$ cat src/rtl/latch_bank_wr_ctrl_if.sv
// Write-port bundle between two requesters and the latch-bank write controller.
// The controller takes the slave side; the requesters and latch rows take the master side.
interface latch_bank_wr_ctrl_if #(
    parameter int ROWS  = 8,
    parameter int AW    = 3,
    parameter int WIDTH = 32
);
    logic             REQ0;
    logic [AW-1:0]    ADDR0;
    logic [WIDTH-1:0] DATA0;
    logic             ACK0;
    logic             REQ1;
    logic [AW-1:0]    ADDR1;
    logic [WIDTH-1:0] DATA1;
    logic             ACK1;
    logic [WIDTH-1:0] WDATA;
    logic [ROWS-1:0]  EN;
    logic [ROWS-1:0]  nEN;
    logic             BUSY;

    modport master (
        output REQ0, ADDR0, DATA0, REQ1, ADDR1, DATA1,
        input  ACK0, ACK1, WDATA, EN, nEN, BUSY
    );

    modport slave (
        input  REQ0, ADDR0, DATA0, REQ1, ADDR1, DATA1,
        output ACK0, ACK1, WDATA, EN, nEN, BUSY
    );
endinterface

$ cat src/rtl/latch_bank_wr_ctrl.sv
// Two-requester write sequencer for a bank of EN/nEN D-latch rows: SETUP, OPEN, CLOSE, then ACK.
// Define LATCH_BANK_RR_EN for round-robin tie-breaking; otherwise requester 0 has fixed priority.
module latch_bank_wr_ctrl #(
    parameter int ROWS        = 8,
    parameter int AW          = 3,
    parameter int WIDTH       = 32,
    parameter int OPEN_CYCLES = 1
) (
    input logic                 CLK,
    input logic                 nRST,
    latch_bank_wr_ctrl_if.slave bus
);
    localparam int CW = (OPEN_CYCLES > 1) ? $clog2(OPEN_CYCLES) : 1;

    typedef enum logic [1:0] {IDLE, SETUP, OPEN, CLOSE} state_t;

    state_t           state;
    logic [AW-1:0]    addrReg;
    logic [CW-1:0]    openCnt;
    logic             grantSel;
    logic [WIDTH-1:0] wdataReg;
    logic [ROWS-1:0]  enReg;
    logic [ROWS-1:0]  nEnReg;
    logic             ack0Reg;
    logic             ack1Reg;
    logic             busyReg;
    logic             win0;
    logic             win1;

    // Out-of-range addresses decode to an all-zero mask, so the write is silently dropped.
    function automatic logic [ROWS-1:0] rowMask(input logic [AW-1:0] a);
        logic [ROWS-1:0] m;
        m = '0;
        for (int i = 0; i < ROWS; i++)
            if (int'(a) == i) m[i] = 1'b1;
        return m;
    endfunction

`ifdef LATCH_BANK_RR_EN
    logic rrPtr;

    always_comb begin
        win1 = bus.REQ1 && (!bus.REQ0 || rrPtr);
        win0 = bus.REQ0 && !win1;
    end

    // Pointer flips to the other requester on every grant.
    always_ff @(posedge CLK or negedge nRST) begin
        if (!nRST)
            rrPtr <= 1'b0;
        else if (state == IDLE && (win0 || win1))
            rrPtr <= win0;
    end
`else
    always_comb begin
        win0 = bus.REQ0;
        win1 = bus.REQ1 && !bus.REQ0;
    end
`endif

    always_ff @(posedge CLK or negedge nRST) begin
        if (!nRST) begin
            state    <= IDLE;
            addrReg  <= '0;
            openCnt  <= '0;
            grantSel <= 1'b0;
            wdataReg <= '0;
            enReg    <= '0;
            nEnReg   <= '1;
            ack0Reg  <= 1'b0;
            ack1Reg  <= 1'b0;
            busyReg  <= 1'b0;
        end else begin
            unique case (state)
                IDLE: begin
                    if (win0 || win1) begin
                        grantSel <= win1;
                        addrReg  <= win1 ? bus.ADDR1 : bus.ADDR0;
                        wdataReg <= win1 ? bus.DATA1 : bus.DATA0;
                        busyReg  <= 1'b1;
                        state    <= SETUP;
                    end
                end
                SETUP: begin
                    enReg   <= rowMask(addrReg);
                    nEnReg  <= ~rowMask(addrReg);
                    openCnt <= CW'(OPEN_CYCLES - 1);
                    state   <= OPEN;
                end
                OPEN: begin
                    if (openCnt == '0) begin
                        enReg   <= '0;
                        nEnReg  <= '1;
                        ack0Reg <= !grantSel;
                        ack1Reg <= grantSel;
                        state   <= CLOSE;
                    end else begin
                        openCnt <= openCnt - 1'b1;
                    end
                end
                CLOSE: begin
                    ack0Reg <= 1'b0;
                    ack1Reg <= 1'b0;
                    busyReg <= 1'b0;
                    state   <= IDLE;
                end
                default: state <= IDLE;
            endcase
        end
    end

    assign bus.WDATA = wdataReg;
    assign bus.EN    = enReg;
    assign bus.nEN   = nEnReg;
    assign bus.ACK0  = ack0Reg;
    assign bus.ACK1  = ack1Reg;
    assign bus.BUSY  = busyReg;
endmodule

$ cat src/flat_wrapper.sv
// flat-port wrapper written by rule: the top's interface ports become plain ports
module latch_bank_wr_ctrl_flat 
#(
    parameter int ROWS        = 8,
    parameter int AW          = 3,
    parameter int WIDTH       = 32,
    parameter int OPEN_CYCLES = 1
)
  (CLK, nRST, bus_REQ0, bus_ADDR0, bus_DATA0, bus_REQ1, bus_ADDR1, bus_DATA1, bus_ACK0, bus_ACK1, bus_WDATA, bus_EN, bus_nEN, bus_BUSY);
  latch_bank_wr_ctrl_if #(.ROWS(ROWS), .AW(AW), .WIDTH(WIDTH)) bus_i ();
  input logic CLK;
  input logic nRST;
  input wire logic [$bits(bus_i.REQ0)-1:0] bus_REQ0;
  input wire logic [$bits(bus_i.ADDR0)-1:0] bus_ADDR0;
  input wire logic [$bits(bus_i.DATA0)-1:0] bus_DATA0;
  input wire logic [$bits(bus_i.REQ1)-1:0] bus_REQ1;
  input wire logic [$bits(bus_i.ADDR1)-1:0] bus_ADDR1;
  input wire logic [$bits(bus_i.DATA1)-1:0] bus_DATA1;
  output wire logic [$bits(bus_i.ACK0)-1:0] bus_ACK0;
  output wire logic [$bits(bus_i.ACK1)-1:0] bus_ACK1;
  output wire logic [$bits(bus_i.WDATA)-1:0] bus_WDATA;
  output wire logic [$bits(bus_i.EN)-1:0] bus_EN;
  output wire logic [$bits(bus_i.nEN)-1:0] bus_nEN;
  output wire logic [$bits(bus_i.BUSY)-1:0] bus_BUSY;
  assign bus_i.REQ0 = bus_REQ0;
  assign bus_i.ADDR0 = bus_ADDR0;
  assign bus_i.DATA0 = bus_DATA0;
  assign bus_i.REQ1 = bus_REQ1;
  assign bus_i.ADDR1 = bus_ADDR1;
  assign bus_i.DATA1 = bus_DATA1;
  assign bus_ACK0 = bus_i.ACK0;
  assign bus_ACK1 = bus_i.ACK1;
  assign bus_WDATA = bus_i.WDATA;
  assign bus_EN = bus_i.EN;
  assign bus_nEN = bus_i.nEN;
  assign bus_BUSY = bus_i.BUSY;
  latch_bank_wr_ctrl #(.ROWS(ROWS), .AW(AW), .WIDTH(WIDTH), .OPEN_CYCLES(OPEN_CYCLES)) u_core (.CLK(CLK), .nRST(nRST), .bus(bus_i));
endmodule
$ cat config.mk
export PLATFORM = sky130hd
export DESIGN_NAME = latch_bank_wr_ctrl_flat
export DESIGN_NICKNAME = d
export VERILOG_FILES = /design/src/rtl/latch_bank_wr_ctrl_if.sv /design/src/rtl/latch_bank_wr_ctrl.sv /design/src/flat_wrapper.sv
export SDC_FILE = /design/constraint.sdc
export NUM_CORES = 1
export LEC_CHECK = 0
export ABC_AREA = 1
export CAP_MARGIN = 5
export CORE_MARGIN = 3
export CORE_UTILIZATION = 40
export CTS_CLUSTER_DIAMETER = 30
export DETAILED_ROUTE_END_ITERATION = 6
export GPL_ROUTABILITY_DRIVEN = 0
export PLACE_DENSITY = 0.72
export SYNTH_ARGS = -nofsm -noshare
export SYNTH_HDL_FRONTEND = slang
export SYNTH_SLANG_ARGS = --single-unit
$ cat constraint.sdc
create_clock -name CLK -period 3.35 [get_ports CLK]
set_input_delay 0.5025 -clock CLK [delete_from_list [all_inputs] [get_ports CLK]]
set_output_delay 0.5025 -clock CLK [all_outputs]
set_load 0.005 [all_outputs]
# == Word level (Yosys, flattened, before mapping) ==
# Cells that the tools add are included.
# classes
n_reduce_logical,14
bitwise_logic,1
n_eq_ne,12
muxes,33
n_addsub,1
# op_table
cell,count
$mux 32,1
$pmux 8 s2,2
$mux 1,20
$mux 8,2
$eq 3x3->1 const B,4
$reduce_and 2->1,5
$not 8->8,1
$pmux 1 s2,4
$pmux 2 s4,1
$eq 3x2->1 const B,2
$reduce_bool 2->1,3
$eq 2x2->1 const B,2
$mux 2,2
$eq 3x1->1 const B,1
$logic_not 3->1,1
$mux 3,1
$eq 2x1->1 const B,1
$logic_not 1->1,2
$logic_not 2->1,1
$ne 2x1->1 const B,1
$ne 2x2->1 const B,1
$logic_and 1x1->1,1
$logic_or 1x1->1,1
$sub 1x1->1 const B,1
# word_totals
inputBits,74
reg_bits,58
output_inout_bits,51

# == Logic depth before layout (Yosys ltp) ==
# logic_depth
depth_word,5
mapped_depth,7
mapped_depth_nobuf,7

# == Least setup slack after synthesis ==
# OpenSTA, ideal clock, no wires.
# synth_path
kind,register to register
startpoint,reg u_core.state[0]
endpoint,reg u_core.enReg[0] (netlist: u_core.bus.EN[0])
arrival_ns,1.268
setup_time_ns,0.127
path_buffers,1
slack_ns,1.954
period_less_slack_ns,1.396
stages_incl_launch_ff,7
path_cell_list,dfrtp_1 inv_1 ha_1 inv_2 or2_1 clkbuf_1 o21ai_1
# synth_between
elab_chain_cells,3
# synth_lines
item,line_no,rtl
from (decl),latch_bank_wr_ctrl.sv:17,state_t state;
from (signal assigned),latch_bank_wr_ctrl.sv:63,state <= IDLE;
from (signal assigned),latch_bank_wr_ctrl.sv:81,state <= SETUP;
from (signal assigned),latch_bank_wr_ctrl.sv:88,state <= OPEN;
$eq 2x2->1 or $eq 2x1->1 (tied branches),latch_bank_wr_ctrl.sv:74,unique case (state)
$ne 2x2->1 (no source line) or $reduce_bool 2->1 (tied branches),n/a,
$reduce_and 2->1 (no source line),n/a,
to (signal assigned),latch_bank_wr_ctrl.sv:85,enReg <= rowMask(addrReg);
to (decl),latch_bank_wr_ctrl.sv:22,logic [ROWS-1:0] enReg;
# Several ways; a longest one is shown, not always the timed one.
# A chain may end at the register's enable or synchronous reset.

# == Final worst setup path ==
# layout_path
startpoint,in bus_REQ1
endpoint,reg u_core.wdataReg[25] (netlist: u_core.bus.WDATA[25])
# layout_between
elab_chain_cells,3
# layout_lines
item,line_no,rtl
from (decl),flat_wrapper.sv:16,input wire logic [$bits(bus_i.REQ1)-1:0] bus_REQ1;
$logic_and 1x1->1 *,latch_bank_wr_ctrl.sv:57,win1 = bus.REQ1 && !bus.REQ0;
$logic_or 1x1->1,latch_bank_wr_ctrl.sv:76,if (win0 || win1) begin
$reduce_and 2->1 (no source line),n/a,
to (signal assigned),latch_bank_wr_ctrl.sv:79,wdataReg <= win1 ? bus.DATA1 : bus.DATA0;
to (decl),latch_bank_wr_ctrl.sv:21,logic [WIDTH-1:0] wdataReg;
# Mark *: on every way between the ends. The rest lies on a longest branch, timed or not.

==> impl_results.md <==
* Worst slew pin tran at between 900 and 1000 ps
* Hold Crit Class: input port to async pin
* Core area at between 7000 and 8000 sq um
* Sequential-to-total area share from yosys stat at 0.464
* Layout cell share with drive strength beyond 1 at 0.0916
* Antenna Diode Count at 0
* Worst skew pair latency at between 300 and 400 ps
* Min Tclk post-route at 2140 ps
* Total Routing Usage GR at 0.198
* Skew final at 3.12 ps
* Synthesized cell area at about 3100 sq um
* Final setup vio count at 0
* Post-CTS Setup Bufs at 0
* Fmax at 467 MHz
* Dpl cell area at ~4400 sq um
* Initial antenna violation count at 0
* WL per Instance at roughly 13 um
* Critical path class: input port to flop
* Hold Vio Cnt, Final at 0
* Ys Warns at 0
* Mapped Avg Cell Area at around 7.5 sq um
* Layout Nets at between 600 and 700
* Crit path capture type: flop
* Initial DRT Pass Iterations at 4
* Clock Power Share at 0.178
* Tcrit/Tclk final at 0.639
* Netlist cell types at 24
* Grt total ovfl at 0
* RSZ-0062 raised after global routing: false
* PortBufs at ~120
* Width of the die at between 90 and 100 um
* Cts hold-fix bufs at 0
* Primary FF master, synth: dfrtp_1
* Setup TNS at 0 ps
* Final WL at 8.18 mm
* Fillers at roughly 670
* Req. time, crit path at between 3000 and 4000 ps
* Syn Inst Count at between 400 and 500
* Post-route cell area at 4560 sq um
* Asr flop ratio synth at 1.00
* Worst vdd ir at 316 uV
* Syn_nets at 490
* Part of the power in combinational logic at 0.467
* Cts repair resizes at 0
* Rel. slew slack at 0.348
* Register area at ~1400 sq um
* Switching share of power at 0.368
* Power per cell area at 767 nW/um^2
* Flop pwr share at 0.355
* Setup ws final at around 1200 ps
* Drt first-iter violations at 121
* Max Fanout on Critical Path at 36
* Layout Utilization at 0.618
* Multi-input gate area at 1230 sq um
* Tot Pwr at about 0.0035 W
* First-pass GRT wire length at ~14 mm
* CTS Buf Count at 9
* Row cnt at 31
* Clock-pin slew on the worst setup and hold paths at ~70 ps
* Detailed-route via count at a little under 3,000
* CP arrival at about 2400 ps
* Leakage at between 2 and 2.5 nW
* Post-DR vias/cell at between 4 and 5
* IO Pins at 125
* Drt drc at 0
* CTS Root Cell: clkbuf_8
* Post-synth EDFFs at 0
* Fin. max-slew vios at 0
* Setup WS pre-CTS at around 890 ps
* Sw power at between 0.001 and 0.0015 W
* Synthesis-to-layout area growth at 47.2%
* Clock Sinks at 57
* Vias in the first global route at a little under 3,000
* Die Footprint at 8830 sq um
* CP Launch Type: input port
* CTS HTree Levels at 3
* Pin count of the biggest net entering global routing at 46
* Status: finished clean
* Post-DP HPWL at 6.04 mm
* Max-cap violation count at 0
* CTS tree: built
* Clock tree buffer depth at 2
* DIE HEIGHT at approximately 94 um
* Int Power at about 0.0022 W
* Initial Util at 0.420
* Post-route ant nets at 0
* #FFs+latches synth at 57
## Yosys cell counts (2+ instances only)
cell | n | area, sq um
buf_4 | 7 | 52.6
ha_1 | 6 | 75.1
nand2_1 | 123 | 462
nand3_2 | 13 | 130
buf_6 | 2 | 22.5
o21ai_1 | 8 | 40.0
inv_2 | 3 | 11.3
inv_1 | 77 | 289
nor2_1 | 27 | 101
nand3_1 | 66 | 330
dfstp_2 | 8 | 210
o21ai_0 | 4 | 20.0
dfrtp_1 | 49 | 1230
buf_2 | 7 | 35.0
## path summary, 6_finish.rpt
path | slack [ps] | to | cells past startpoint | startpoint
setup / recovery | 1210 | u_core.bus.WDATA[25] | 6 | bus_REQ1
hold / removal | 340 | u_core.bus.ACK0 | 1 | nRST
setup reg to reg | 1510 | u_core.bus.EN[7] | 5 | u_core.state[0]
hold reg to reg | 480 | u_core.bus.WDATA[1] | 2 | u_core.bus.WDATA[1]
max in group asynchronous | 2260 | u_core.bus.WDATA[18] | 2 | nRST
min in group CLK | 480 | u_core.bus.WDATA[1] | 2 | u_core.bus.WDATA[1]
## power by group through the flow
stage                     Sequential, W  Clock (W)  Combinational [W]
after floorplan                 0.00124          0           0.000810
after global placement          0.00124          0            0.00162
after detailed placement        0.00125          0            0.00166
after CTS                       0.00124   0.000641            0.00167
after global routing            0.00129   0.000675            0.00184
final                           0.00124   0.000621            0.00163
## layout by cell type (no fill, tap or decap)
cell type          n
clkinv_2           2
clkinv_4           1
ha_1               6
o21ai_4            1
nor2_2             1
a21oi_1            1
or2_1              1
buf_4              2
nand2_1          123
o21ai_0            4
buf_12             1
buf_2              1
nand2_4            1
or2_2              1
nand3b_1           1
inv_2              3
nor2_4             1
inv_1             77
nand3_1           66
o21ai_1            8
bufinv_16          1
clkinvlp_4         3
clkdlybuf4s50_1  123
dfrtp_1           49
nand3_2           13
nor2_1            27
dfstp_2            8
clkbuf_8           9
## critical path: stages
cell and delay, ps:
clkdlybuf4s50_1 840, buf_4 410, nand2_4 290, nand2_1 200, nand3_2 80, nand2_1 80
## through the flow
step / std cells / hold WS (ps)
after global placement: 618 / 463
after global routing: 634 / 409
after floorplan: 410 / 207
after CTS: 634 / 361
final: 634 / 335
after detailed placement: 618 / 462
## flip-flops by register name, summed over array words and instances, names as in the netlist
name and cells:
u_core.bus.WDATA 32, u_core.bus.EN 8, u_core.bus.nEN 8, u_core.addrReg 3, u_core.state 2, u_core.bus.ACK0 1, u_core.bus.ACK1 1, u_core.bus.BUSY 1
u_core.grantSel 1
## area by class of cell
cell class	instances	share of cell area
multi-input cells	255	0.270
clock buffers	9	0.0272
well taps	99	0.0272
inverters	80	0.0659
repair buffers	127	0.279
flip-flops and latches	57	0.315
clock inverters	7	0.0157
## per-layer routing
metal  global-route usage  wire, um  up-vias
met5                    0         0        -
li1                     -         -     1480
met1                0.249      3510     1365
met3               0.0321       417        8
met4               0.0722       103        0
met2                0.341      4140       89
## kinds of logic after synthesis
logic type | share of synthesized area
and+or+nand+nor | 0.347
buffers and inverters | 0.139
DFF | 0.464
AOI/OAI and AO/OA | 0.0263
adders and majority gates | 0.0243
(Power assumes the default switching activity.)
